$ cat config.mk
export PLATFORM = sky130hd
export DESIGN_NAME = tick_core
export DESIGN_NICKNAME = d
export VERILOG_FILES = /design/src/rtl/tick_core.sv
export SDC_FILE = /design/constraint.sdc
export NUM_CORES = 1
export LEC_CHECK = 0
export CAP_MARGIN = 20
export CORE_MARGIN = 10
export CORE_UTILIZATION = 45
export DETAILED_ROUTE_END_ITERATION = 12
export GPL_TIMING_DRIVEN = 0
export PLACE_DENSITY = 0.64
export SLEW_MARGIN = 20
export SYNTH_ARGS = -nofsm -noshare
export SYNTH_HDL_FRONTEND = slang
export SYNTH_SLANG_ARGS = --single-unit
$ cat constraint.sdc
create_clock -name clk -period 9 [get_ports clk]
set_clock_uncertainty 0.1 [all_clocks]
set_input_delay 0.9 -clock clk [delete_from_list [all_inputs] [get_ports clk]]
set_output_delay 0.9 -clock clk [all_outputs]
set_load 0.02 [all_outputs]
$ cat src/rtl/tick_core.sv
// tick_core: 4-register sequencer, instruction issue paced by a free-running prescaler tick.
// Each issue takes IDLE->FETCH->EXEC. result_valid pulses in the cycle after an OUT executes. There is no backpressure.
module tick_core #(
   parameter int DATA_W   = 8,
   parameter int ADDR_W   = 3,
   parameter int TICK_DIV = 10000000
) (
   input  logic              clk,
   input  logic              rst,
   input  logic              run,
   input  logic [7:0]        instruction,
   output logic [ADDR_W-1:0] address,
   output logic [DATA_W-1:0] result,
   output logic              result_valid
);

   localparam int               CNT_W    = (TICK_DIV > 1) ? $clog2(TICK_DIV) : 1;
   localparam logic [CNT_W-1:0] CNT_LAST = CNT_W'(TICK_DIV - 1);

   localparam logic [1:0] S_IDLE  = 2'd0;
   localparam logic [1:0] S_FETCH = 2'd1;
   localparam logic [1:0] S_EXEC  = 2'd2;

   localparam logic [1:0] OP_OUT = 2'b00;
   localparam logic [1:0] OP_ADD = 2'b01;
   localparam logic [1:0] OP_BNZ = 2'b10;

   logic [CNT_W-1:0]  cnt_q, cnt_d;
   logic              tick;
   logic [1:0]        state_q, state_d;
   logic [7:0]        ir_q, ir_d;
   logic [ADDR_W-1:0] pc_q, pc_d;
   logic [DATA_W-1:0] regs_q [4];
   logic [DATA_W-1:0] regs_d [4];
   logic              z_q, z_d;
   logic [DATA_W-1:0] result_q, result_d;
   logic              vld_q, vld_d;

   logic [1:0]        opcode, ra, rb, rl;
   logic [DATA_W-1:0] sum, imm;

   // The prescaler keeps running in every state. A tick that arrives mid-instruction is lost.
   assign tick  = (cnt_q == CNT_LAST);
   assign cnt_d = tick ? '0 : cnt_q + CNT_W'(1);

   assign opcode = ir_q[7:6];
   assign ra     = ir_q[3:2];
   assign rb     = ir_q[1:0];
   assign rl     = ir_q[5:4];
   assign sum    = regs_q[ra] + regs_q[rb];
   assign imm    = DATA_W'($signed(ir_q[3:0]));

   always_comb begin
      state_d  = state_q;
      ir_d     = ir_q;
      pc_d     = pc_q;
      z_d      = z_q;
      result_d = result_q;
      vld_d    = 1'b0;
      for (int i = 0; i < 4; i++) begin
         regs_d[i] = regs_q[i];
      end

      case (state_q)
         S_IDLE: begin
            if (run && tick) begin
               state_d = S_FETCH;
            end
         end
         S_FETCH: begin
            ir_d    = instruction;
            state_d = S_EXEC;
         end
         S_EXEC: begin
            state_d = S_IDLE;
            pc_d    = pc_q + ADDR_W'(1);
            case (opcode)
               OP_OUT: begin
                  result_d = regs_q[rb];
                  vld_d    = 1'b1;
               end
               OP_ADD: begin
                  regs_d[ra] = sum;
                  z_d        = (sum == '0);
               end
               OP_BNZ: begin
                  if (!z_q) begin
                     pc_d = ir_q[ADDR_W-1:0];
                  end
               end
               default: begin
                  regs_d[rl] = imm;
               end
            endcase
         end
         default: begin
            state_d = S_IDLE;
         end
      endcase
   end

   always_ff @(posedge clk or posedge rst) begin
      if (rst) begin
         cnt_q    <= '0;
         state_q  <= S_IDLE;
         ir_q     <= '0;
         pc_q     <= '0;
         z_q      <= 1'b1;
         result_q <= '0;
         vld_q    <= 1'b0;
         for (int i = 0; i < 4; i++) begin
            regs_q[i] <= '0;
         end
      end else begin
         cnt_q    <= cnt_d;
         state_q  <= state_d;
         ir_q     <= ir_d;
         pc_q     <= pc_d;
         z_q      <= z_d;
         result_q <= result_d;
         vld_q    <= vld_d;
         for (int i = 0; i < 4; i++) begin
            regs_q[i] <= regs_d[i];
         end
      end
   end

   assign address      = pc_q;
   assign result       = result_q;
   assign result_valid = vld_q;

endmodule

== Word-level counts from Yosys, hierarchy flattened ==
Index checks and enable logic that the tools add are counted.
Word-level totals
  bits in registers: 79
  bits in latches: 0
  bits in writable memories: 0
  bits in read-only memories: 0
  input bits: 11
  output and inout bits: 12
  logic and storage cells: 59
  memories: 0
Operators by class
  add/subtract/negate cells: 3
  multiply operators: 0
  div/mod/pow operators: 0
  magnitude comparators: 5
  equality and inequality tests: 6
  shift-type cells: 0
  multiplexer cells: 20
  bitwise gates (word level): 4
  reductions and logical operators: 10
Operators by type and width (count)
  $bwmux 32: 2
  $pmux 32 s2: 1
  $mux 8: 6
  $bmux 8 s2: 2
  $demux 8 s2: 2
  $add 24x1->24 const B: 1
  $eq 24x24->1 const B: 1
  $mux 24: 1
  $ge 3x3->1 const B: 3
  $not 2->3: 3
  $add 8x8->8: 1
  $logic_not 8->1: 1
  $lt 3x1->1 const B: 2
  $mux 3: 2
  $reduce_and 2->1: 3
  $eq 2x1->1 const B: 2
  $eq 2x2->1 const B: 2
  $logic_not 2->1: 2
  $pmux 2 s2: 1
  $add 3x1->3 const B: 1
  $logic_and 1x1->1: 3
  $mux 1: 2
  $mux 2: 1
  $ne 2x2->1 const B: 1
  2 further kinds: 2

== Longest topological paths before layout ==
  word-level depth: 7
  mapped depth: 11
  depth with buffers taken out: 9

== Worst setup path after synthesis ==
Ideal clock, no wire load.
  path type: register -> register
  start point: register ir_q[3]
  end point: register regs_q[22] (netlist bit)
  library setup time: 0.121 ns
  arrival: 3.004 ns
  required time: 8.779 ns
  slack: 5.775 ns
  stages on the path, launching flop included: 12
  path buffers: 2
  clock period less this slack: 3.225 ns
  path through: dfrtp_1 clkbuf_1 buf_1 mux4_2 ha_1 fa_1 a211oi_1 o21bai_1 a21oi_1 xor2_1 o21ai_0 a22o_1
On the way
  cells in the longest elaborated chain, start to end: 7
  elaborated cells on any way between the ends: 13
  those cells by class: add/sub (1); order compare (2); mux (8); bitwise (1); reduce/logical (1)
RTL lines
  start: declaration: line 31  | logic [7:0] ir_q, ir_d;
  start signal: assignment: line 117  | ir_q <= ir_d;
  $not 2->3 (not written as such): line 50, 83
  $bmux 8 s2, or another cell as far along: line 50  | assign sum = regs_q[ra] + regs_q[rb];
  $mux 8 (not written as such) / $logic_and 1x1->1 (equally long branches): line 50, 83
  $mux 8 (on tied branches): line 50, 83
  $add 8x8->8 / $demux 8 s2 (equally long branches): line 50, 83
  $bwmux 32: line 83  | regs_d[ra] = sum;
  $pmux 32 s2 (*): line 77  | case (opcode)
  end signal: indexed assignment: line 123  | regs_q[i] <= regs_d[i];
  end: declaration: line 33  | logic [DATA_W-1:0] regs_q [4];
Mark *: on every way between the ends. The rest lies on a longest branch, timed or not. The select of a mux whose other input is x is not followed.
A chain may end at the register's enable or synchronous reset.

== Final worst setup path ==
  start point: register ir_q[3]
  end point: register z_q
On the way
  cells in the longest elaborated chain, start to end: 6
RTL lines
  $not 2->3 (not written as such): line 50
  $bmux 8 s2: line 50
  $mux 8 (not written as such) (2 in series): line 50
  $add 8x8->8: line 50
  $logic_not 8->1: line 84  | z_d = (sum == '0);
  end signal: assignment: line 119  | z_q <= z_d;
  end: declaration: line 35  | logic z_q, z_d;
No other way between the ends. The select of a mux whose other input is x is not followed.

==> flow_summary.toml <==
[run_status]
status = "finished, final reports clean"

[synthesis]
synth_flop_cell = "dfrtp_1"
syn_avg_cell_area_um2 = 10.9
yosysSeqAreaShare = 0.465
ys_warn_count = 0
synth_fp_nets = 410
ys_ff_latch = 79
yosys.cell_types.count = 57
netlist_instances = 389
synth-async-reset-ratio = 1.00
syn-cell-area_um2 = 4250
synth_edf_count = 0

[cts]
root_buffer = "clkbuf_8"
post_cts_buffers = 0
cts_tree = "done"
clk_latency_ns = 0.35
path_clk_slew_ns = 0.07
cts_hold_buf = 0
ctsResizeCount = 0
clock-sinks = 79
htree_levels = 3
cts_max_path_buffers = 2
cts_buffers = 9

[die]
initial_core_util = 0.460
core_um2 = 9240
die_x_um = 117
pin_count = 23
die_h_um = 117
dieArea_um2 = 13700
rows = 35

[cells_and_area]
antennaDiodeCount = 0
final_core_util = 0.526
area_delta_synth_final_pct = 14.2
fillers = 819
design_area_um2 = 4860
drive_gt1_frac = 0.138
nNetsFinal = 444

[global_route]
antenna_found_initial = 0
grt_use_total = 0.159
overflow = 0
first_global_vias = 3222
grt_max_degree = 43
grt_pass1_wl_um = 17000

[routing]
vias_per_cell = 5.71
vias = 3168
route.detailed.drc = 0
wirelength_um = 9960
drt_iter0_drc = 266
drtPass1Iterations = 4
avgRoutedWirePerCell_um = 18.0
ant_nets = 0

[placement]
place_hpwl_um = 7130
port-buffer-count = 22
dpl_cell_area_um2 = 4660
routabilityCongestion = 0.846

[sta]
finalMaxSlewViolations = 0
setup_viol = 0
finalWorstPathRequiredPeriod_ns = 4.08
fmax_mhz = 245
maxSlewHeadroom = 0.284
tns_ns = 0
rsz0062_at_grt = "no"
tightest_slew_ns = 1.07
period_share = 0.454
timing.final.hold_violations = 0

[setup_path]
start_kind = "flop"
arrival_ns = 4.27
end_kind = "flop"
crit_fanout = 10
ff2ff_setup_slack_ns = 4.92
critPathRequiredTime_ns = 9.19
criticalPathCategory = "flop to flop"

[run]
cap_violations = 0

[pwr]
peakVddDrop_mv = 0.0976
power_leakage_nw = 2.15
powerDensity_nw_per_um2 = 144

[worst_hold_path]
hold_path.class = "flop to flop"
==> registers in the layout, summed over array words and instances (netlist names) <==
signal        flops
regs_q           32
cnt_q            24
z_q               1
address           3
result_valid      1
ir_q              8
result            8
state_q           2
==> worst paths after layout <==
path / start / end / depth (start not counted)
min: state_q[0] / state_q[0] / 1
min reg2reg: state_q[0] / state_q[0] / 1
max: ir_q[3] / z_q / 11
max in group asynchronous: rst / z_q / 3
min in group asynchronous: rst / address[1] / 2
max reg2reg: ir_q[3] / z_q / 11
==> layout make-up <==
cell class,instances,area (µm²),area share
Tap cell,129,161,0.0332
Clock buffer,10,128,0.0263
Timing Repair Buffer,23,240,0.0495
Multi-Input combinational cell,288,2170,0.446
Sequential cell,79,1980,0.407
Buffer,15,81.3,0.0167
Inverter,7,28.8,0.00593
Clock inverter,4,72.6,0.0149
==> logic make-up after synthesis <==
kind of cell    synth area share
mux                        0.134
compound gates             0.121
flops                      0.465
fa+ha+maj                 0.0312
buf+inv                   0.0253
simple gates               0.163
xor+xnor                  0.0594
==> critical path, stage by stage, from the launching register on <==
cell and delay (ns):
dfrtp_1 0.44, clkbuf_1 0.34, buf_1 0.55, mux4_2 0.41, ha_1 0.24, fa_1 0.42
a211oi_1 0.33, nor2_1 0.12, xnor2_1 0.41, nand2_1 0.12, nor4_1 0.31, a31o_1 0.22
==> cell usage in the layout, fill, tap and decap left out, types with 4 or more instances in the layout <==
| master | synthesis | routed |
|---|---|---|
| dfrtp_1 | 78 | 78 |
| nor2_1 | 41 | 41 |
| nand2_1 | 32 | 32 |
| o21ai_0 | 24 | 24 |
| clkdlybuf4s50_1 | 0 | 22 |
| a21oi_1 | 17 | 17 |
| mux2_2 | 16 | 16 |
| xor2_1 | 15 | 15 |
| nand3_1 | 14 | 14 |
| mux4_2 | 13 | 13 |
| xnor2_1 | 12 | 12 |
| ha_1 | 9 | 9 |
| clkbuf_8 | 0 | 9 |
| clkbuf_1 | 6 | 7 |
| and3_1 | 7 | 7 |
| o22a_1 | 7 | 7 |
| a32oi_1 | 6 | 6 |
| inv_1 | 7 | 6 |
| a31oi_1 | 5 | 5 |
| nor2b_1 | 4 | 4 |
| buf_2 | 4 | 4 |
| nor4_1 | 4 | 4 |
| nand2b_1 | 4 | 4 |
| nand4_1 | 4 | 4 |
==> synthesized netlist by cell type (4+ instances only) <==
| cell | number | area share |
|---|---|---|
| clkbuf_1 | 6 | 0.0053 |
| nor2b_1 | 4 | 0.0059 |
| buf_2 | 4 | 0.0047 |
| ha_1 | 9 | 0.026 |
| and3_1 | 7 | 0.010 |
| a21oi_1 | 17 | 0.020 |
| nand2b_1 | 4 | 0.0059 |
| a31oi_1 | 5 | 0.0074 |
| a32oi_1 | 6 | 0.012 |
| o22a_1 | 7 | 0.014 |
| nor2_1 | 41 | 0.036 |
| mux4_2 | 13 | 0.069 |
| nand4_1 | 4 | 0.0059 |
| nand3_1 | 14 | 0.016 |
| dfrtp_1 | 78 | 0.46 |
| nand2_1 | 32 | 0.028 |
| mux2_2 | 16 | 0.042 |
| xnor2_1 | 12 | 0.025 |
| inv_1 | 7 | 0.0062 |
| xor2_1 | 15 | 0.031 |
| nor4_1 | 4 | 0.0059 |
| o21ai_0 | 24 | 0.028 |
==> power breakdown <==
group	total (mW)	internal, mW	switching, mW
Sequential	0.366	0.360	0.00519
Clock	0.278	0.153	0.125
Combinational	0.0569	0.0237	0.0331
==> per-stage QoR <==
step           total power, mW  instances  worst slack (ns)  hold slack, ns
2_1_floorplan            0.410        389              5.78           0.338
3_3_place_gp             0.427        540              4.65           0.359
3_5_place_dp             0.429        541              4.99           0.379
4_1_cts                  0.708        555              4.96           0.388
5_1_grt                  0.728        555              4.60           0.411
6_report                 0.701        555              4.92           0.386
==> per-layer routing <==
| metal | wire [µm] | up-vias | share of wire | track usage |
|---|---|---|---|---|
| met5 | 0 | - | 0 | 0 |
| met2 | 4470 | 78 | 0.45 | 0.237 |
| li1 | - | 1495 | - | - |
| met3 | 451 | 19 | 0.045 | 0.0250 |
| met1 | 4810 | 1576 | 0.48 | 0.224 |
| met4 | 230 | 0 | 0.023 | 0.0733 |
No activity file was read; power rests on OpenSTA's default activity.
